--- src/rtl/symbol_tx_scheduler.sv ---
// rtl/symbol_tx_scheduler.sv - symbol FIFO and waveform ROM sequencer for the TX sample stream
// Optional preamble generation is enabled by defining SYMTX_PREAMBLE_EN.
module symbol_tx_scheduler #(
  parameter int SAMPLES_PER_SYM = 16,
  parameter int FIFO_DEPTH      = 4,
  parameter int PREAMBLE_LEN    = 4
) (
  input  logic              clk,
  input  logic              rst_n,
  input  logic              sym_valid,
  input  logic [1:0]        sym_data,
  output logic              sym_ready,
  input  logic signed [9:0] sample_in0,
  input  logic signed [9:0] sample_in1,
  input  logic signed [9:0] sample_in2,
  input  logic signed [9:0] sample_in3,
  output logic [3:0]        phase,
  output logic [1:0]        sym_sel,
  output logic signed [9:0] tx_out,
  output logic              tx_valid,
  output logic              busy
);

  localparam int AW = $clog2(FIFO_DEPTH);
  localparam logic [AW:0] FULL_CNT = (AW+1)'(FIFO_DEPTH);
  localparam logic [3:0]  LAST_PH  = 4'(SAMPLES_PER_SYM - 1);
  localparam int PW = $clog2(PREAMBLE_LEN + 1);

  if (SAMPLES_PER_SYM < 2 || SAMPLES_PER_SYM > 16 || FIFO_DEPTH < 2 || PREAMBLE_LEN < 1) begin : g_param_check
    $error("symbol_tx_scheduler: unsupported parameter set");
  end

`ifdef SYMTX_PREAMBLE_EN
  typedef enum logic [1:0] {IDLE, RUN, PRE} state_t;
`else
  typedef enum logic [1:0] {IDLE, RUN} state_t;
`endif

  state_t          state, state_next;
  logic [1:0]      mem [FIFO_DEPTH];
  logic [AW-1:0]   wr_ptr, rd_ptr;
  logic [AW:0]     count;
  logic [1:0]      head;
  logic            push, pop;
  logic            emit, sel_load;
  logic [1:0]      sel_value;
  logic signed [9:0] sample_sel;

  assign sym_ready = (count != FULL_CNT);
  assign push      = sym_valid && sym_ready;
  assign head      = mem[rd_ptr];
  assign busy      = (state != IDLE) || (count != '0);

  always_comb begin
    case (sym_sel)
      2'd0:    sample_sel = sample_in0;
      2'd1:    sample_sel = sample_in1;
      2'd2:    sample_sel = sample_in2;
      default: sample_sel = sample_in3;
    endcase
  end

`ifdef SYMTX_PREAMBLE_EN
  logic [PW-1:0] pre_cnt, pre_cnt_next;
`endif

  always_comb begin
    state_next = state;
    pop        = 1'b0;
    emit       = 1'b0;
    sel_load   = 1'b0;
    sel_value  = sym_sel;
`ifdef SYMTX_PREAMBLE_EN
    pre_cnt_next = pre_cnt;
`endif
    case (state)
      IDLE: begin
        if (count != '0) begin
          sel_load = 1'b1;
`ifdef SYMTX_PREAMBLE_EN
          // FIFO data waits until the preamble has gone out
          sel_value    = 2'd0;
          pre_cnt_next = '0;
          state_next   = PRE;
`else
          pop        = 1'b1;
          sel_value  = head;
          state_next = RUN;
`endif
        end
      end
      RUN: begin
        emit = 1'b1;
        if (phase == LAST_PH) begin
          if (count != '0) begin
            pop       = 1'b1;
            sel_load  = 1'b1;
            sel_value = head;
          end else begin
            state_next = IDLE;
          end
        end
      end
`ifdef SYMTX_PREAMBLE_EN
      PRE: begin
        emit = 1'b1;
        if (phase == LAST_PH) begin
          sel_load = 1'b1;
          if (pre_cnt == PW'(PREAMBLE_LEN - 1)) begin
            pop        = 1'b1;
            sel_value  = head;
            state_next = RUN;
          end else begin
            sel_value    = (sym_sel == 2'd0) ? 2'd3 : 2'd0;
            pre_cnt_next = pre_cnt + 1'b1;
          end
        end
      end
`endif
      default: state_next = IDLE;
    endcase
  end

  always_ff @(posedge clk or negedge rst_n) begin
    if (!rst_n) state <= IDLE;
    else        state <= state_next;
  end

`ifdef SYMTX_PREAMBLE_EN
  always_ff @(posedge clk or negedge rst_n) begin
    if (!rst_n) pre_cnt <= '0;
    else        pre_cnt <= pre_cnt_next;
  end
`endif

  always_ff @(posedge clk or negedge rst_n) begin
    if (!rst_n) begin
      phase    <= '0;
      sym_sel  <= '0;
      tx_out   <= '0;
      tx_valid <= 1'b0;
    end else begin
      if (emit) begin
        tx_out   <= sample_sel;
        tx_valid <= 1'b1;
        phase    <= (phase == LAST_PH) ? 4'd0 : phase + 4'd1;
      end else begin
        tx_out   <= '0;
        tx_valid <= 1'b0;
        phase    <= '0;
      end
      if (sel_load) sym_sel <= sel_value;
    end
  end

  // Pop is only ever requested with count != 0, so count cannot underflow
  always_ff @(posedge clk or negedge rst_n) begin
    if (!rst_n) begin
      wr_ptr <= '0;
      rd_ptr <= '0;
      count  <= '0;
    end else begin
      if (push) wr_ptr <= wr_ptr + 1'b1;
      if (pop)  rd_ptr <= rd_ptr + 1'b1;
      case ({push, pop})
        2'b10:   count <= count + 1'b1;
        2'b01:   count <= count - 1'b1;
        default: count <= count;
      endcase
    end
  end

  always_ff @(posedge clk) begin
    if (push) mem[wr_ptr] <= sym_data;
  end

endmodule

--- config.mk ---
export PLATFORM = sky130hd
export DESIGN_NAME = symbol_tx_scheduler
export DESIGN_NICKNAME = d
export VERILOG_FILES = /design/src/rtl/symbol_tx_scheduler.sv
export SDC_FILE = /design/constraint.sdc
export NUM_CORES = 1
export LEC_CHECK = 0
export ABC_AREA = 1
export BUFFER_PORTS_ARGS = -buffer_cell sky130_fd_sc_hd__buf_4
export CORE_AREA = 2 2 79 81
export DETAILED_ROUTE_END_ITERATION = 12
export DIE_AREA = 0 0 81 83
export MAX_ROUTING_LAYER = met4
export PLACE_DENSITY = 0.59
export RECOVER_POWER = 25
export SLEW_MARGIN = 20
export SYNTH_ARGS = -nofsm -noshare
export SYNTH_HDL_FRONTEND = slang
export SYNTH_SLANG_ARGS = --single-unit
--- constraint.sdc ---
create_clock -name clk -period 2.35 [get_ports clk]
set_input_delay 0.1175 -clock clk [delete_from_list [all_inputs] [get_ports clk]]
set_output_delay 0.1175 -clock clk [all_outputs]
set_load 0.005 [all_outputs]
==> results.tsv <==
metric	value	unit
antenna_left	0	
synth_xor_area_frac	0.0255	
hold_class	primary input to register	
synth_top_family_by_area	simple AND/OR/NAND/NOR gates	
drtPass1Iterations	4	
place_hpwl	3.08	mm
post-place-ws	0.303	ns
netlist_top_cells_area	dfrtp_1 (36%), nand2_1 (14%), edfxtp_1 (14%)	
crit_slowest_cell	dfrtp_1	
vdd_drop_max	0.424	mV
num_antenna_cells	0	
drv_slew	0	
area_growth	36.9	%
fin_crit_sh	0.868	
numClockSinks	33	
leakagePower	0.00126	uW
ys_warn_count	0	
cts-buffers-inserted	5	
cts_root_buffer	clkbuf_8	
synth_compound_area_frac	0.0372	
route.detailed.drc	0	
cts_setup_buffers	0	
postSynthCellCount	218	
n_fill_cell	636	
slowest_delay	0.39	ns
setup_ws	0.311	ns
crit_path_frequent_cell	nand2_1	
io_pins	64	
fmax	490	MHz
path_clk_slew	0.06	ns
synthAdderAreaFrac	0.0554	
die_h	83	um
dieArea	0.00672	mm^2
stdcell_area	0.00235	mm^2
synthMuxAreaShare	0	
wirelength	3.89	mm
grt_pass1_wl	6.62	mm
crit_required	2.52	ns
gp_congestion	0.736	
portBuffers	63	
yosys.area_share.simple	0.284	
floorplan.initialDensity	0.295	
finish.utilization	0.404	
cts_hold_buffers	1	
syn-num-nets	270	
final_layout_size_suffix_gt1_frac	0.252	
synth_cell_type_count	18	
first_global_vias	1515	
cp-start-kind	register	
setup_violations	0	
powerDensity	1100	mW/mm^2
ys_ff_latch	33	
cts_resized	0	
path_class	register to register	
period_minus_slack	2.04	ns
insertion_delay	0.28	ns
ys_seq_area_frac	0.504	
timing.setup.tns	0	ns
die_w	81	um
rsz0062_at_grt	no	
rows	28	
worstPathArrival	2.21	ns
track_usage	0.131	
fin_nets	337	
hold_viol_final	0	
grt_max_degree	26	
antenna_found_initial	0	
final_common_cell	nand2_1	
vias	1489	
place_area	0.00226	mm^2
fin_worst_skew	0.00530	ns
core_region_area	0.00582	mm^2
cap_viol_max_count	0	
synth_area	0.00172	mm^2
cts_tree	done	
h-tree-depth	2	
syn_area_per_cell	7.87	um^2
critPathMaxFanout	5	
drtIter0Drc	61	
globalRouteOverflowTotal	0	
final_cell_mix	nand2_1 (66), buf_4 (60), inv_1 (37), nor2_1 (30), dfrtp_1 (25)	
yosys.area.top_type	dfrtp_1	
via_per_inst	4.12	
tightestPinTransition	1.37	ns
cp_cell_sequence	ha_1 > nand2_1 > nand2_1 > nand2_1 > nor2_2 > ha_1 > inv_1 > fa_1 > nand2_1 > nand3_1 > xor2_1	
maxSlewHeadroom	0.0860	
cp-end-kind	register	
synth_top_cell_area_share	0.364	
outcome	complete, no violations	
cts_buffer_depth	2	
wl_per_cell	10.8	um
-- cell families after synthesis --
logic type | after synthesis
AND/OR/NAND/NOR | 120
buffers and inverters | 41
flip-flops | 33
AO/OA/AOI/OAI | 12
adder cells (fa/ha/maj) | 7
XOR/XNOR | 5
-- layout make-up --
cell class	count	area (um^2)	area share
Sequential cell	33	866	0.368
Multi-Input combinational cell	144	689	0.293
Inverter	37	139	0.0591
Timing Repair Buffer	64	472	0.201
Clock buffer	8	90.1	0.0383
Tap cell	75	93.8	0.0399
-- layer usage --
layer,wire length (um),GRT usage
met4,99,0.0601
met1,1680,0.146
met2,1910,0.214
met3,201,0.0391
met5,0,-
-- registers in the layout (all words and copies together) (netlist names) --
name,flops
tx_out,10
mem,8
phase,4
count,3
rd_ptr,2
sym_sel,2
wr_ptr,2
state,1
tx_valid,1
-- cell usage after synthesis --
cell type,instances
ha_1,6
buf_4,1
dfrtp_1,25
o21ai_1,3
clkbuf_2,2
inv_1,37
nand2_1,66
buf_2,1
xnor2_1,1
edfxtp_1,8
nand2_2,2
fa_1,1
o21ai_2,1
xor2_1,4
nand3_1,19
nor2_2,3
o21ai_0,8
nor2_1,30
-- report_power, final --
part	leakage, uW	total (uW)	internal, uW	switching, uW
logic	0.000845	1130	525	602
registers	0.000368	1030	825	204
clock network	0.0000455	429	239	190
total	0.00126	2580	1590	996
-- final timing paths --
check	to	from	cells past startpoint	slack, ns
setup / recovery	count[2]$_DFFE_PN0P_	phase[0]$_DFF_PN0_	11	0.31
hold / removal	wr_ptr[1]$_DFFE_PN0P_	sym_valid	3	0.09
setup reg to reg	count[2]$_DFFE_PN0P_	phase[0]$_DFF_PN0_	11	0.31
hold reg to reg	count[0]$_DFFE_PN0P_	count[0]$_DFFE_PN0P_	1	0.47
max in group asynchronous	sym_sel[1]$_DFFE_PN0P_	rst_n	2	0.87
min in group asynchronous	phase[3]$_DFF_PN0_	rst_n	2	0.68
-- critical path: cells and delay by family (launching register included) --
kind                     cells  cell delay, ns
XOR/XNOR                     1            0.14
adder cells (fa/ha/maj)      3            0.75
buffers and inverters        1            0.07
flip-flops                   1            0.39
AND/OR/NAND/NOR              6            0.57
-- stage by stage --
stage	instances	hold WS, ns	power, uW
floorplan	218	-0.178	1730
global placement	352	0.0427	2180
detailed placement	352	0.0448	2200
CTS	361	0.0246	2650
global route	361	0.112	2870
finish	361	0.0859	2580
Note: power is estimated with default switching activity, not from simulation.
